## src/rtl/sdram_traffic_gen_if.sv

```systemverilog
// sdram_ctrl_if: manager/subordinate request bus for SDRAM arbiter ports.
// man drives addr/write_data/wr/rd; sub returns rdy/wvalid/rvalid/read_data.
interface sdram_ctrl_if #(
  parameter int ADDR_WIDTH = 32,
  parameter int DATA_WIDTH = 32
);
  logic [ADDR_WIDTH-1:0] addr;
  logic [DATA_WIDTH-1:0] write_data;
  logic                  wr;
  logic                  rd;
  logic                  rdy;
  logic                  wvalid;
  logic                  rvalid;
  logic [DATA_WIDTH-1:0] read_data;

  modport man (
    output addr, write_data, wr, rd,
    input  rdy, wvalid, rvalid, read_data
  );

  modport sub (
    input  addr, write_data, wr, rd,
    output rdy, wvalid, rvalid, read_data
  );
endinterface

```

## src/rtl/sdram_traffic_gen.sv

```systemverilog
// sdram_traffic_gen: LFSR write/read-back traffic generator for one SDRAM port.
// Ports: clk, rst (sync, high), start/num_ops/seed in; busy/done/pass_count/
// err_count out; ctrl_if (sdram_ctrl_if.man) to the arbiter.
// Optional: define SDRAM_TGEN_TIMEOUT_EN to bound WR_WAIT/RD_WAIT.
module sdram_traffic_gen #(
  parameter int ADDR_WIDTH     = 32,
  parameter int DATA_WIDTH     = 32,
  parameter int GAP_CYCLES     = 20,
  parameter int TIMEOUT_CYCLES = 1024
) (
  input  logic        clk,
  input  logic        rst,
  input  logic        start,
  input  logic [15:0] num_ops,
  input  logic [31:0] seed,
  output logic        busy,
  output logic        done,
  output logic [15:0] pass_count,
  output logic [15:0] err_count,
  sdram_ctrl_if.man   ctrl_if
);

  localparam logic [31:0] POLY = 32'h8020_0003;
  localparam logic [31:0] GAP_LAST =
    (GAP_CYCLES > 1) ? 32'(GAP_CYCLES - 1) : 32'd0;

  typedef enum logic [2:0] {
    IDLE, WR_REQ, WR_WAIT, GAP_W,
    RD_REQ, RD_WAIT, CHECK, GAP_R
  } state_t;

  state_t state_q, state_d;

  logic [31:0]           lfsr_q, lfsr_d;
  logic [31:0]           lfsr_nx, lfsr_nx2;
  logic [15:0]           pass_q, pass_d;
  logic [15:0]           err_q, err_d;
  logic [15:0]           idx_q, idx_d;
  logic [15:0]           nops_q, nops_d;
  logic [31:0]           gap_q, gap_d;
  logic [DATA_WIDTH-1:0] rdata_q, rdata_d;
  logic                  done_q, done_d;
  logic [DATA_WIDTH-1:0] exp_data;
  logic                  gap_end;
  logic                  last_op;
  logic                  tmo_hit;

  function automatic logic [31:0] lfsr_step(
    input logic [31:0] v
  );
    return (v >> 1) ^ (v[0] ? POLY : 32'h0);
  endfunction

  function automatic logic [15:0] sat_inc(
    input logic [15:0] v
  );
    return (v == 16'hFFFF) ? v : v + 16'd1;
  endfunction

  // Written word is always one LFSR step past the address.
  assign lfsr_nx  = lfsr_step(lfsr_q);
  assign lfsr_nx2 = lfsr_step(lfsr_nx);
  assign exp_data = DATA_WIDTH'(lfsr_nx);
  assign gap_end  = (gap_q >= GAP_LAST);
  assign last_op  = ((idx_q + 16'd1) == nops_q);

`ifdef SDRAM_TGEN_TIMEOUT_EN
  localparam logic [31:0] TMO_LAST =
    (TIMEOUT_CYCLES > 1) ? 32'(TIMEOUT_CYCLES - 1) : 32'd0;

  logic [31:0] tmo_q, tmo_d;
  logic        in_wait;

  assign in_wait = (state_q == WR_WAIT) ||
                   (state_q == RD_WAIT);
  assign tmo_hit = in_wait && (tmo_q >= TMO_LAST);
  assign tmo_d   = in_wait ? tmo_q + 32'd1 : 32'd0;

  always_ff @(posedge clk) begin
    if (rst) tmo_q <= 32'd0;
    else     tmo_q <= tmo_d;
  end
`else
  assign tmo_hit = 1'b0;
`endif

  // State register
  always_ff @(posedge clk) begin
    if (rst) state_q <= IDLE;
    else     state_q <= state_d;
  end

  // Next state
  always_comb begin
    state_d = state_q;
    unique case (state_q)
      IDLE:
        if (start && (num_ops != 16'd0))
          state_d = WR_REQ;
      WR_REQ:
        if (ctrl_if.rdy) state_d = WR_WAIT;
      WR_WAIT:
        if (ctrl_if.wvalid || tmo_hit)
          state_d = GAP_W;
      GAP_W:
        if (gap_end) state_d = RD_REQ;
      RD_REQ:
        if (ctrl_if.rdy) state_d = RD_WAIT;
      RD_WAIT:
        if (ctrl_if.rvalid)  state_d = CHECK;
        else if (tmo_hit)    state_d = GAP_R;
      CHECK:
        state_d = GAP_R;
      GAP_R:
        if (gap_end)
          state_d = last_op ? IDLE : WR_REQ;
      default:
        state_d = IDLE;
    endcase
  end

  // Datapath next values
  always_comb begin
    lfsr_d  = lfsr_q;
    pass_d  = pass_q;
    err_d   = err_q;
    idx_d   = idx_q;
    nops_d  = nops_q;
    rdata_d = rdata_q;
    done_d  = 1'b0;
    gap_d   = 32'd0;
    unique case (state_q)
      IDLE: begin
        if (start) begin
          if (num_ops == 16'd0) begin
            done_d = 1'b1;
          end else begin
            lfsr_d = (seed == 32'd0) ? 32'd1 : seed;
            pass_d = 16'd0;
            err_d  = 16'd0;
            idx_d  = 16'd0;
            nops_d = num_ops;
          end
        end
      end
      WR_WAIT: begin
        if (!ctrl_if.wvalid && tmo_hit)
          err_d = sat_inc(err_q);
      end
      GAP_W: begin
        gap_d = gap_end ? 32'd0 : gap_q + 32'd1;
      end
      RD_WAIT: begin
        if (ctrl_if.rvalid)
          rdata_d = ctrl_if.read_data;
        else if (tmo_hit)
          err_d = sat_inc(err_q);
      end
      CHECK: begin
        if (rdata_q == exp_data)
          pass_d = sat_inc(pass_q);
        else
          err_d = sat_inc(err_q);
      end
      GAP_R: begin
        gap_d = gap_end ? 32'd0 : gap_q + 32'd1;
        if (gap_end) begin
          lfsr_d = lfsr_nx2;
          idx_d  = idx_q + 16'd1;
          done_d = last_op;
        end
      end
      default: ;
    endcase
  end

  always_ff @(posedge clk) begin
    if (rst) begin
      lfsr_q  <= 32'd1;
      pass_q  <= 16'd0;
      err_q   <= 16'd0;
      idx_q   <= 16'd0;
      nops_q  <= 16'd0;
      gap_q   <= 32'd0;
      rdata_q <= '0;
      done_q  <= 1'b0;
    end else begin
      lfsr_q  <= lfsr_d;
      pass_q  <= pass_d;
      err_q   <= err_d;
      idx_q   <= idx_d;
      nops_q  <= nops_d;
      gap_q   <= gap_d;
      rdata_q <= rdata_d;
      done_q  <= done_d;
    end
  end

  // Outputs: request lines decode straight from state, so they
  // drop in the cycle after acceptance and on reset.
  always_comb begin
    ctrl_if.wr         = 1'b0;
    ctrl_if.rd         = 1'b0;
    ctrl_if.addr       = '0;
    ctrl_if.write_data = '0;
    unique case (state_q)
      WR_REQ: begin
        ctrl_if.wr         = 1'b1;
        ctrl_if.addr       = ADDR_WIDTH'(lfsr_q);
        ctrl_if.write_data = exp_data;
      end
      RD_REQ: begin
        ctrl_if.rd   = 1'b1;
        ctrl_if.addr = ADDR_WIDTH'(lfsr_q);
      end
      default: ;
    endcase
  end

  assign busy       = (state_q != IDLE);
  assign done       = done_q;
  assign pass_count = pass_q;
  assign err_count  = err_q;

endmodule

```

## src/flat_wrapper.sv

```systemverilog
// flat-port wrapper written by rule: the top's interface ports become plain ports
module sdram_traffic_gen_flat 
#(
  parameter int ADDR_WIDTH     = 32,
  parameter int DATA_WIDTH     = 32,
  parameter int GAP_CYCLES     = 20,
  parameter int TIMEOUT_CYCLES = 1024
)
  (clk, rst, start, num_ops, seed, busy, done, pass_count, err_count, ctrl_if_addr, ctrl_if_write_data, ctrl_if_wr, ctrl_if_rd, ctrl_if_rdy, ctrl_if_wvalid, ctrl_if_rvalid, ctrl_if_read_data);
  sdram_ctrl_if #(.ADDR_WIDTH(ADDR_WIDTH), .DATA_WIDTH(DATA_WIDTH)) ctrl_if_i ();
  input  logic clk;
  input  logic rst;
  input  logic start;
  input  logic [15:0] num_ops;
  input  logic [31:0] seed;
  output logic busy;
  output logic done;
  output logic [15:0] pass_count;
  output logic [15:0] err_count;
  output wire logic [$bits(ctrl_if_i.addr)-1:0] ctrl_if_addr;
  output wire logic [$bits(ctrl_if_i.write_data)-1:0] ctrl_if_write_data;
  output wire logic [$bits(ctrl_if_i.wr)-1:0] ctrl_if_wr;
  output wire logic [$bits(ctrl_if_i.rd)-1:0] ctrl_if_rd;
  input wire logic [$bits(ctrl_if_i.rdy)-1:0] ctrl_if_rdy;
  input wire logic [$bits(ctrl_if_i.wvalid)-1:0] ctrl_if_wvalid;
  input wire logic [$bits(ctrl_if_i.rvalid)-1:0] ctrl_if_rvalid;
  input wire logic [$bits(ctrl_if_i.read_data)-1:0] ctrl_if_read_data;
  assign ctrl_if_addr = ctrl_if_i.addr;
  assign ctrl_if_write_data = ctrl_if_i.write_data;
  assign ctrl_if_wr = ctrl_if_i.wr;
  assign ctrl_if_rd = ctrl_if_i.rd;
  assign ctrl_if_i.rdy = ctrl_if_rdy;
  assign ctrl_if_i.wvalid = ctrl_if_wvalid;
  assign ctrl_if_i.rvalid = ctrl_if_rvalid;
  assign ctrl_if_i.read_data = ctrl_if_read_data;
  sdram_traffic_gen #(.ADDR_WIDTH(ADDR_WIDTH), .DATA_WIDTH(DATA_WIDTH), .GAP_CYCLES(GAP_CYCLES), .TIMEOUT_CYCLES(TIMEOUT_CYCLES)) u_core (.clk(clk), .rst(rst), .start(start), .num_ops(num_ops), .seed(seed), .busy(busy), .done(done), .pass_count(pass_count), .err_count(err_count), .ctrl_if(ctrl_if_i));
endmodule
```

## config.mk

```make
export PLATFORM = sky130hd
export DESIGN_NAME = sdram_traffic_gen_flat
export DESIGN_NICKNAME = d
export VERILOG_FILES = /design/src/rtl/sdram_traffic_gen_if.sv /design/src/rtl/sdram_traffic_gen.sv /design/src/flat_wrapper.sv
export SDC_FILE = /design/constraint.sdc
export NUM_CORES = 1
export LEC_CHECK = 0
export ABC_AREA = 1
export BUFFER_PORTS_ARGS = -buffer_cell sky130_fd_sc_hd__clkbuf_2
export CAP_MARGIN = 10
export CORE_MARGIN = 2
export CORE_UTILIZATION = 40
export CTS_BUF_LIST = sky130_fd_sc_hd__clkbuf_4 sky130_fd_sc_hd__clkbuf_8
export CTS_CLUSTER_DIAMETER = 60
export DETAILED_ROUTE_END_ITERATION = 16
export GPL_ROUTABILITY_DRIVEN = 0
export MAX_ROUTING_LAYER = met4
export SLEW_MARGIN = 20
export SYNTH_ARGS = -nofsm -noshare
export SYNTH_HDL_FRONTEND = slang
export SYNTH_SLANG_ARGS = --single-unit
```

## constraint.sdc

```tcl
create_clock -name clk -period 2.1 [get_ports clk]
set_input_delay 0.42 -clock clk [delete_from_list [all_inputs] [get_ports clk]]
set_output_delay 0.42 -clock clk [all_outputs]
set_load 0.01 [all_outputs]
```

# Yosys cells after proc, flatten, opt, wreduce, memory -nomap -nowiden
# Cells that the tools add are included.
[word_totals] reg_bits=164 latchBits=0 ram_bits=0 mem_bits_ro=0 in_bits=86 output_inout_bits=100 elab_cells=93 mem_count=0
[op_classes] n_addsub=4 mul=0 div=0 order_cmp=1 n_eq_ne=24 shift=0 n_mux=34 n_bitwise=4 reduce_logical=17
[ops] op="$mux W32" count=8
[ops] op="$mux W16" count=7
[ops] op="$pmux W16 S2" count=3
[ops] op="$pmux W32 S2" count=1
[ops] op="$xor A31 B32 Y32" count=2
[ops] op="$add A16 B1 Y16 const B" count=3
[ops] op="$add A32 B1 Y32 const B" count=1
[ops] op="$eq A16 B16 Y1 const B" count=2
[ops] op="$eq A32 B32 Y1" count=1
[ops] op="$ge A32 B5 Y1 const B" count=1
[ops] op="$logic_not A32 Y1" count=1
[ops] op="$pmux W3 S8" count=1
[ops] op="$mux W3" count=7
[ops] op="$ne A2 B2 Y1 const B" count=9
[ops] op="$eq A16 B16 Y1" count=1
[ops] op="$logic_not A16 Y1" count=1
[ops] op="$reduce_bool A16 Y1" count=1
[ops] op="$eq A3 B3 Y1 const B" count=4
[ops] op="$reduce_and A5 Y1" count=2
[ops] op="$ne A2 B1 Y1 const B" count=4
[ops] op="$reduce_and A7 Y1" count=1
[ops] op="$eq A3 B2 Y1 const B" count=2
[ops] op="$mux W1" count=6
[ops] op="$reduce_and A4 Y1" count=1
[ops] op="11 further kinds" count=14

# Depth between registers and ports, before layout
# Gate-level depths: netlist of the first run.
[depth] word_depth=6 mapped_depth=16 depth_no_buf=14

# Worst setup path after synthesis of the first run
# OpenSTA, ideal clock, no wires.
[synth_path] path_type="reg2out" start="reg u_core.state_q[0]" end="out ctrl_if_write_data[10]" arrival_ns=1.383 required_ns=1.680 slack_ns=0.297 path_stages_with_launch=7 n_path_buf=2 path_cell_list="dfxtp_1 buf_6 nand2_1 nor2_1 inv_1 clkbuf_1 nor2_1"
[synth_between] elab_chain_len=2
[synth_lines] item="start: declaration" line_no="sdram_traffic_gen.sv:32" text="state_t state_q, state_d;"
[synth_lines] item="start signal: assignment" line_no="sdram_traffic_gen.sv:90" text="else state_q <= state_d;"
[synth_lines] item="$eq A3 B1 Y1" line_no="sdram_traffic_gen.sv:206" text="unique case (state_q)"
[synth_lines] item="$mux W32" line_no="sdram_traffic_gen.sv:206"
[synth_lines] item="end: declaration" line_no="flat_wrapper.sv:21" text="output wire logic [$bits(ctrl_if_i.write_data)-1:0] ctrl_if_write_data;"
# No other way between the ends.

# Final worst setup path of the first run
[layout_path] start="reg u_core.state_q[1]" end="out ctrl_if_addr[1]"
[layout_between] elab_chain_len=3 elab_cells_between_ends=4 classes_between="eq/ne (2); mux (1); reduce/logical (1)"
[layout_lines] item="$eq A3 B1 Y1 / $eq A3 B3 Y1 (equally long branches)" line_no="sdram_traffic_gen.sv:206"
[layout_lines] item="$reduce_or A2 Y1 (no source line) (*)"
[layout_lines] item="$mux W32 (*)" line_no="sdram_traffic_gen.sv:206"
[layout_lines] item="end: declaration" line_no="flat_wrapper.sv:20" text="output wire logic [$bits(ctrl_if_i.addr)-1:0] ctrl_if_addr;"
# Mark *: on every way between the ends. The rest lies on a longest branch, timed or not.

==> impl_metrics.ini, run 1 <==
[outcome]
status = finished, violations left
violations = setup timing

[setup_path]
cp_max_fo = 17
critPathArrivalTime_ns = 1.75
startpoint_type = register
crit_path_end_kind = primary output
slowest_stage = dfxtp_4
cp_slowest_stage_delay_ns = 0.39
cpMostUsedCell = nor2_4
critPathKind = reg2out
crit_chain = inv_2 > nand2_4 > nor2_4 > buf_4 > nor2_4 > buf_12 > nor2_1 > clkbuf_2
cp_num_buf_inv = 4
worstPathRequired_ns = 1.68
cp_top_family = buffers and inverters

[clock_tree]
clockBufferDepth = 2
clk_pin_slew_ns = 0.09
tritoncts = built
clk_latency_ns = 0.46
cts_buffers = 17
cts_sinks = 164
cts-root-buf = clkbuf_8
htree_levels = 4

[yosys]
synth-compound-area-share_pct = 13.93
synthMuxAreaShare_pct = 0
ys_types = 38
netlist_area_um2 = 8658
yosysSeqAreaShare_pct = 37.92
synth_adder_area_share_pct = 0.5780
syn_area_per_cell_um2 = 6.722
yosys_warnings = 0
syn_inst = 1288
synth-seq-cells = 164
synth_xor_area_share_pct = 5.260
synth_top_family_by_area = simple AND/OR/NAND/NOR gates
yosys.area_share.simple_pct = 34.13

[drt]
drt_wl_total_um = 26190
ant_nets = 0
drt_iter0_markers = 482
routed-via-count = 8955
viasPerCell = 4.958
remaining_drc_errors = 0
wire_per_inst_um = 14.50
drt-pass1-iter-count = 5

[global_routing]
grt_pass1_wl_um = 41130
grt_usage_pct = 23.56
grt-ovfl-total = 0
grt_max_degree = 68
grt_pass1_vias = 8212
antenna_found_initial = 1

[floorplanning]
rows = 53
io_pins = 186
start_util_pct = 40.93
die_width_um = 151.1
die_height_um = 151.1
core_um2 = 21150
die_area_um2 = 22840

[placement]
place_inst = 1759
post-place-ws_ns = 0.01206
dpl.hpwl_um = 19020
port-buffer-count = 185

[cells_and_area]
nets = 1607
drive_gt1_share_pct = 23.40
layout_common_cells = nand2_1 (263), nor2_1 (190), clkbuf_2 (173)
syn2layout_area_growth_pct = 25.03
multi_input_area_um2 = 4886
fillerInstances = 2174
regArea_um2 = 3294
mostFrequentLayoutCell = nand2_1
stdcell_count = 1806

[sta]
slew_headroom_pct = 44.98
setup_violations = 32
slew_violations = 0
period_needed_ns = 2.165
fin_ws_ns = -0.06543
hold_viol = 0
rsz0062_at_grt = true
max_clock_freq_ghz = 0.4618
period_share_pct = 103.1
fin_skew_ns = 0.01098
tightestPinTransition_ns = 0.8253

[power_and_ir_drop]
leakagePower_nw = 4.620
ir_drop_mv = 0.4106
p_seq_share_pct = 36.5
p_switching_mw = 4.292
p_int_mw = 6.328
clock_power_share_pct = 22.5
swShare_pct = 40.41
power_density_nw_per_um2 = 981.1
p_comb_share_pct = 41.1

[min_path]
hp-class = in2reg

[flow_run]
maxCapViolCount = 0
per-stage QoR:
step	util [%]	setup TNS [ns]	hold slack [ns]	area [µm²]	total power [mW]
detailed placement	47.81	0	0.4389	10110	7.756
floorplan	-	0	0.4175	8756	6.522
finish	51.17	-1.533	0.2025	10830	10.62
global route	51.17	-3.947	0.1662	10830	11.29
global placement	47.81	0	0.4272	10110	7.718
CTS	50.17	-2.597	0.1700	10610	10.34
path summary, 6_finish.rpt:
check | cells after the start | endpoint | from | slack [ns]
max | 8 | ctrl_if_addr[1] | u_core.state_q[1]$_SDFFE_PP0P_ | -0.07
min | 3 | u_core.rdata_q[10]$_SDFFE_PP0P_ | ctrl_if_read_data[10] | 0.20
max reg2reg | 15 | u_core.pass_count[2]$_SDFFE_PP0P_ | u_core.lfsr_q[0]$_SDFFE_PP1P_ | 0.14
min reg2reg | 1 | u_core.gap_q[0]$_SDFF_PP0_ | u_core.gap_q[0]$_SDFF_PP0_ | 0.45
layout make-up:
cell class / count / area share (%)
diodes: 1 / 0.02312
repair buffers: 241 / 13.65
inverters: 107 / 3.849
clock buffers: 24 / 2.820
multi-input cells: 986 / 45.13
well taps: 275 / 3.178
flip-flops and latches: 164 / 30.43
clock inverters: 8 / 0.9131
state kept, by name (all words and copies together), names as in the netlist:
register           flops
u_core.gap_q          32
u_core.lfsr_q         32
u_core.rdata_q        32
u_core.idx_q          16
u_core.state_q         3
u_core.nops_q         16
u_core.err_count      16
u_core.done            1
u_core.pass_count     16
tightest hold or removal path, stage by stage:
cell and delay (ns):
clkbuf_2 0.08, nand3_1 0.07, a21oi_1 0.06
synthesized netlist by cell type (all sizes together):
cell type | n | area, µm²
xor2 | 41 | 359.1
or2 | 2 | 12.51
ha | 4 | 50.05
a21boi | 1 | 7.510
clkbuf | 40 | 151.4
nor3 | 10 | 60.06
buf | 17 | 138.9
nand2 | 292 | 1179
nand3b | 2 | 15.01
a21oi | 131 | 693.2
inv | 107 | 414.2
nor3b | 1 | 7.510
o31ai | 1 | 7.510
nor4 | 9 | 56.30
nand3 | 113 | 565.5
o21bai | 3 | 22.52
nand4 | 25 | 156.4
nor2 | 218 | 903.4
o21ai | 95 | 475.5
dfxtp | 164 | 3283
xnor2 | 11 | 96.34
conb | 1 | 3.750
kinds of logic after synthesis:
logic type | count (synthesis)
DFF | 164
buffers and inverters | 164
AOI/OAI and AO/OA | 231
and+or+nand+nor | 672
adders and majority gates | 4
other | 1
xor gates and xnor gates | 52
layer usage:
layer  global-route usage, %  share of wire, %
met5                       -                 0
met4                   6.075               1.2
met3                   4.036               5.1
met2                   36.84                46
met1                   31.76                47
power by group through the flow:
stage               registers [mW]  clock network, mW  logic, mW
floorplan                     3.83                  0       2.69
global placement              3.94                  0       3.78
detailed placement            3.93                  0       3.82
CTS                           3.87               2.44       4.03
global route                  3.92               2.56       4.81
finish                        3.87               2.38       4.36
timing repair:
| action | CTS | global route |
|---|---|---|
| pin swaps | 3 | 7 |
| gates cloned | 1 | 2 |
| hold buffers | 0 | 0 |
| gates resized for setup | 16 | 40 |
| setup buffers | 3 | 8 |
| setup endpoints to repair | 65 | 127 |
No activity file was read; power rests on OpenSTA's default activity.
==> run 2: changes to the inputs <==
--- a/config.mk
+++ b/config.mk
@@ -9,12 +9,13 @@
 export BUFFER_PORTS_ARGS = -buffer_cell sky130_fd_sc_hd__clkbuf_2
 export CAP_MARGIN = 10
 export CORE_MARGIN = 2
-export CORE_UTILIZATION = 40
+export CORE_UTILIZATION = 43
 export CTS_BUF_LIST = sky130_fd_sc_hd__clkbuf_4 sky130_fd_sc_hd__clkbuf_8
 export CTS_CLUSTER_DIAMETER = 60
 export DETAILED_ROUTE_END_ITERATION = 16
 export GPL_ROUTABILITY_DRIVEN = 0
 export MAX_ROUTING_LAYER = met4
+export PLACE_DENSITY = 0.65
 export SLEW_MARGIN = 20
 export SYNTH_ARGS = -nofsm -noshare
 export SYNTH_HDL_FRONTEND = slang
==> run 2 against run 1 <==
Net effect: the flow still finishes with violations (setup timing); non-clock buffer count grew 8; core utilization up 6.5 points; hold slack lost 0.015 ns; via count grew 2.4%; count of clock-buffer cells in the layout decreased by 6; combinational power up 20%; final cell count unchanged; total power is 9.7% higher; critical endpoint is now ctrl_if_addr[12].
==> impl_metrics.ini, run 2 (synthesis results as in run 1) <==
[global_routing]
grt_pass1_wl_um = 40880
antenna_found_initial = 2
grt_usage_pct = 24.18
grt-ovfl-total = 0
grt_pass1_vias = 8211
grt_max_degree = 68

[setup_path]
crit_chain = buf_6 > nor3_4 > buf_6 > nor2_4 > buf_6 > nor2_1 > buf_2
worstReg2RegStart = u_core.state_q[1]$_SDFFE_PP0P_
startpoint_type = register
r2r_cells = 13
cp_num_buf_inv = 4
critPathArrivalTime_ns = 1.76
cp_top_family = buffers and inverters
r2r-end = u_core.lfsr_q[13]$_SDFFE_PP0P_
cpMostUsedCell = buf_6
critPathKind = reg2out
cp_max_fo = 5
reg2reg_slack_ns = 0.06
slowest_stage = dfxtp_2
cp_slowest_stage_delay_ns = 0.35
worstPathRequired_ns = 1.68
crit_path_end_kind = primary output

[cells_and_area]
reg_top3 = u_core.gap_q (32), u_core.lfsr_q (32), u_core.rdata_q (32)
syn2layout_area_growth_pct = 30.45
fin_util_pct = 57.65
layout_common_cells = nand2_1 (260), nor2_1 (165), dfxtp_1 (155)
mostFrequentLayoutCell = nand2_1
stdcell_count = 1806
final_area_um2 = 11290
drive_gt1_share_pct = 26.32
fillerInstances = 1938
nets = 1616

[power_and_ir_drop]
p_total_mw = 11.65
power_density_nw_per_um2 = 1032
leakagePower_nw = 4.752
ir_drop_mv = 0.6069

[placement]
dpl.hpwl_um = 18300
placed_area_um2 = 10020
place_inst = 1740
port-buffer-count = 185
post-place-ws_ns = 0.05334

[min_path]
hp-start = ctrl_if_read_data[9]
min_path_cells = 3
hold_path_end = u_core.rdata_q[9]$_SDFFE_PP0P_
hp-class = in2reg

[drt]
ant_nets = 0
drt_iter0_markers = 469
drt-pass1-iter-count = 5
drt_wl_total_um = 26640
wire_per_inst_um = 14.75
routed-via-count = 9171
remaining_drc_errors = 0
viasPerCell = 5.078

[floorplanning]
core_um2 = 19590
die_height_um = 145.9
start_util_pct = 44.20
die_width_um = 145.9
rows = 51
die_area_um2 = 21290
io_pins = 186

[sta]
fin_skew_ns = 0.01789
tns_ns = -1.846
rsz0062_at_grt = true
period_share_pct = 104.0
whs_ns = 0.1876
period_needed_ns = 2.183
setup_violations = 41
fin_ws_ns = -0.08302
slew_violations = 0
max_clock_freq_ghz = 0.4581
hold_viol = 0

[flow_run]
maxCapViolCount = 0

[clock_tree]
clk_pin_slew_ns = 0.10
cts_sinks = 164
clk_latency_ns = 0.48
clockBufferDepth = 2
cts-root-buf = clkbuf_8
htree_levels = 4
cts_buffers = 17
tritoncts = built

[outcome]
violations = setup timing
status = finished, violations left
## run 2: cell count changes in the layout (fill, tap and decap cells not counted), sizes merged
| cell | delta |
|---|---|
| buf | +54 |
| clkbuf | -52 |
| inv | +4 |
| clkinv | +2 |
| bufinv | +1 |
| clkinvlp | -1 |
| diode | +1 |
| nor2 | +1 |
## run 2: cell type report
class / count / area [µm²] / area share (%)
multi-input cells: 987 / 5091 / 45.08
flip-flops and latches: 164 / 3297 / 29.19
repair buffers: 249 / 1730 / 15.32
inverters: 107 / 419.2 / 3.711
well taps: 265 / 331.6 / 2.936
clock buffers: 18 / 247.7 / 2.193
clock inverters: 14 / 172.7 / 1.529
diodes: 2 / 5.005 / 0.04431
## run 2: worst max path at each step
stage                              startpoint                              to  cells past startpoint
2_1_floorplan  u_core.state_q[0]$_SDFFE_PP0P_          ctrl_if_write_data[10]                      6
3_3_place_gp                      num_ops[15]  u_core.lfsr_q[24]$_SDFFE_PP0P_                     11
3_5_place_dp                       num_ops[6]  u_core.lfsr_q[24]$_SDFFE_PP0P_                     11
4_1_cts        u_core.state_q[0]$_SDFFE_PP0P_                ctrl_if_addr[29]                      7
5_1_grt        u_core.state_q[1]$_SDFFE_PP0P_                 ctrl_if_addr[7]                      7
6_report       u_core.state_q[1]$_SDFFE_PP0P_                ctrl_if_addr[12]                      7
## run 2: timing repair
action                     4_1_cts  5_1_grt
setup endpoints to repair       64      138
resized for setup               27      163
buffers inserted                11       16
pin swaps                        6       16
hold buffers                     0        0
gates cloned                     1        4
## run 2: worst register-to-register path: stages (launching register included)
cell and delay [ns]:
dfxtp_2 0.36, buf_6 0.13, buf_4 0.11, buf_4 0.13, nand2_4 0.09, nor2_4 0.20, inv_4 0.11, nand2_2 0.10
inv_2 0.06, nor2_8 0.13, buf_4 0.16, buf_12 0.11, clkbuf_16 0.17, a21oi_1 0.08
## run 2: report_power, final
group / switching, mW / total [mW] / internal, mW
sequential: 0.391 / 3.92 / 3.52
clock: 1.29 / 2.51 / 1.22
combinational: 3.12 / 5.22 / 2.11
total: 4.80 / 11.7 / 6.86
## run 2: layer usage
metal	up-vias	share of wire, %	GRT usage, %
met1	4189	45	31.49
met4	0	2.2	7.157
met5	-	0	-
li1	4637	-	-
met3	36	5.6	3.918
met2	309	47	38.73
==> run 3: changes to the inputs <==
--- a/config.mk
+++ b/config.mk
@@ -8,14 +8,12 @@
 export ABC_AREA = 1
 export BUFFER_PORTS_ARGS = -buffer_cell sky130_fd_sc_hd__clkbuf_2
 export CAP_MARGIN = 10
-export CORE_MARGIN = 2
 export CORE_UTILIZATION = 43
 export CTS_BUF_LIST = sky130_fd_sc_hd__clkbuf_4 sky130_fd_sc_hd__clkbuf_8
 export CTS_CLUSTER_DIAMETER = 60
 export DETAILED_ROUTE_END_ITERATION = 16
 export GPL_ROUTABILITY_DRIVEN = 0
-export MAX_ROUTING_LAYER = met4
-export PLACE_DENSITY = 0.65
+export PLACE_DENSITY_LB_ADDON = 0.15
 export SLEW_MARGIN = 20
 export SYNTH_ARGS = -nofsm -noshare
 export SYNTH_HDL_FRONTEND = slang
==> run 3 against run 2 <==
Net effect: final cell count down 0.89%; wire length down 7.3%; critical path type unchanged; sequential share of layout area up 1.3 points; total power decreased by 8.1%; die area fell by 2.7%; highest routed layer unchanged; the flow now finishes without violations; via count down 3.3%; first-iteration DRC count rose by 23%; count of clock-buffer cells in the layout grew 1.
==> impl_metrics.ini, run 3 (synthesis results as in run 1) <==
[outcome]
status = completed

[clock_tree]
clockBufferDepth = 2
tritoncts = built
clk_pin_slew_ns = 0.09
clk_latency_ns = 0.46
cts-hold-fix-buffers = 0
htree_levels = 4
cts-root-buf = clkbuf_8
cts_buffers = 17
cts_sinks = 164

[drt]
drt-pass1-iter-count = 5
ant_nets = 0
viasPerCell = 4.956
routed-via-count = 8872
drt_wl_total_um = 24680
drt_iter0_markers = 575
remaining_drc_errors = 0
wire_per_inst_um = 13.79

[setup_path]
critPathArrivalTime_ns = 1.60
crit_chain = inv_2 > nand2_2 > nor2_4 > inv_2 > buf_12 > nor2_1 > buf_2
cp_max_fo = 32
reg2reg_slack_ns = 0.17
r2r_cells = 13
slowest_stage = dfxtp_4
r2r-end = u_core.done$_SDFF_PP0_
critPathKind = reg2out
cpMostUsedCell = inv_2
worstReg2RegStart = u_core.idx_q[0]$_SDFFE_PP0P_
crit_path_end_kind = primary output
startpoint_type = register
worstPathRequired_ns = 1.68
cp_slowest_stage_delay_ns = 0.37

[sta]
period_share_pct = 96.41
fin_ws_ns = 0.07540
rsz0062_at_grt = true
slew_violations = 0
slew_headroom_pct = 46.39
max_clock_freq_ghz = 0.4939
setup_violations = 0
period_needed_ns = 2.025
hold_viol = 0
fin_skew_ns = 0.01732
tightestPinTransition_ns = 0.8041
tns_ns = 0

[cells_and_area]
stdcell_count = 1790
n_antenna_cell = 0
fin_util_pct = 55.20
syn2layout_area_growth_pct = 24.90
reg_top3 = u_core.gap_q (32), u_core.lfsr_q (32), u_core.rdata_q (32)
drive_gt1_share_pct = 23.41
final_area_um2 = 10810
nets = 1602
layout_common_cells = nand2_1 (263), nor2_1 (186), clkbuf_2 (161), dfxtp_1 (161), a21oi_1 (121)
mostFrequentLayoutCell = nand2_1

[global_routing]
grt_usage_pct = 23.96
grt_max_degree = 68
grt-ovfl-total = 0
antenna_found_initial = 0
grt_pass1_wl_um = 38810
grt_pass1_vias = 7997

[floorplanning]
start_util_pct = 44.20
die_width_um = 143.9
die_area_um2 = 20710
rows = 51
core_um2 = 19590
die_height_um = 143.9
io_pins = 186

[min_path]
hold_path_end = u_core.rdata_q[4]$_SDFFE_PP0P_
hp-start = ctrl_if_read_data[4]
min_path_cells = 3
hp-class = in2reg

[placement]
post-place-ws_ns = -0.01787
place_inst = 1750
port-buffer-count = 185
dpl.hpwl_um = 18200
placed_area_um2 = 10100

[power_and_ir_drop]
ir_drop_mv = 0.5386
leakagePower_nw = 4.625
power_density_nw_per_um2 = 990.1

[flow_run]
maxCapViolCount = 0
[run 3: cell count changes in the layout (fill, tap and decap cells not counted), moves of 8 or more]
cell	delta
buf_6	-26
nor2_4	-21
dfxtp_2	-8
clkbuf_2	+36
nor2_1	+21
buf_2	-19
[run 3: area by class of cell]
type / count / area [µm²]
Inverter: 107 / 416.7
Clock buffer: 19 / 249.0
Sequential cell: 164 / 3294
Fill cell: 1961 / 8776
Tap cell: 265 / 331.6
Multi-Input combinational cell: 986 / 4882
Timing Repair Buffer: 236 / 1410
Clock inverter: 13 / 230.2
[run 3: worst max-delay path: cells and delay by family, from the launching register on]
family / cells / cell delay, ns
DFF: 1 / 0.37
buffers and inverters: 4 / 0.44
and+or+nand+nor: 3 / 0.31
[run 3: layer usage]
| layer | vias to the layer above | share of wire [%] | track usage [%] |
|---|---|---|---|
| met5 | - | 0 | 0 |
| met2 | 232 | 47 | 39.77 |
| met1 | 4000 | 47 | 31.62 |
| met3 | 26 | 4.8 | 4.065 |
| li1 | 4614 | - | - |
| met4 | 0 | 1.5 | 7.111 |
[run 3: where the power goes]
group | total [mW] | internal [mW] | switching, mW
logic | 4.08 | 1.44 | 2.64
clock network | 2.75 | 1.56 | 1.18
registers | 3.88 | 3.53 | 0.353
[run 3: worst max-delay path by stage]
stage               slack, ns  depth (start not counted)                                end                            from
floorplan                0.30                          6             ctrl_if_write_data[10]  u_core.state_q[0]$_SDFFE_PP0P_
global route            -0.02                          6                   ctrl_if_addr[22]  u_core.state_q[1]$_SDFFE_PP0P_
global placement     -0.00007                         11  u_core.pass_count[0]$_SDFFE_PP0P_                      num_ops[2]
finish                   0.08                          7             ctrl_if_write_data[10]  u_core.state_q[1]$_SDFFE_PP0P_
CTS                      0.01                          6              ctrl_if_write_data[1]  u_core.state_q[0]$_SDFFE_PP0P_
detailed placement      -0.02                         11     u_core.lfsr_q[24]$_SDFFE_PP0P_                      num_ops[2]
[run 3: repair_timing]
| item | CTS | global route |
|---|---|---|
| pin swaps | 2 | 5 |
| endpoints found under the setup margin | 64 | 113 |
| buffers inserted | 4 | 4 |
| gates resized for setup | 15 | 55 |
| cloned | 0 | 0 |
| hold endpoints to repair | 0 | 0 |
[run 3: stage by stage]
| stage | hold WS (ns) | power (mW) |
|---|---|---|
| final | 0.2083 | 10.71 |
| after global routing | 0.1897 | 11.38 |
| after CTS | 0.1788 | 10.63 |
| after detailed placement | 0.4427 | 7.724 |
| after global placement | 0.4318 | 7.675 |
| after floorplan | 0.4175 | 6.522 |
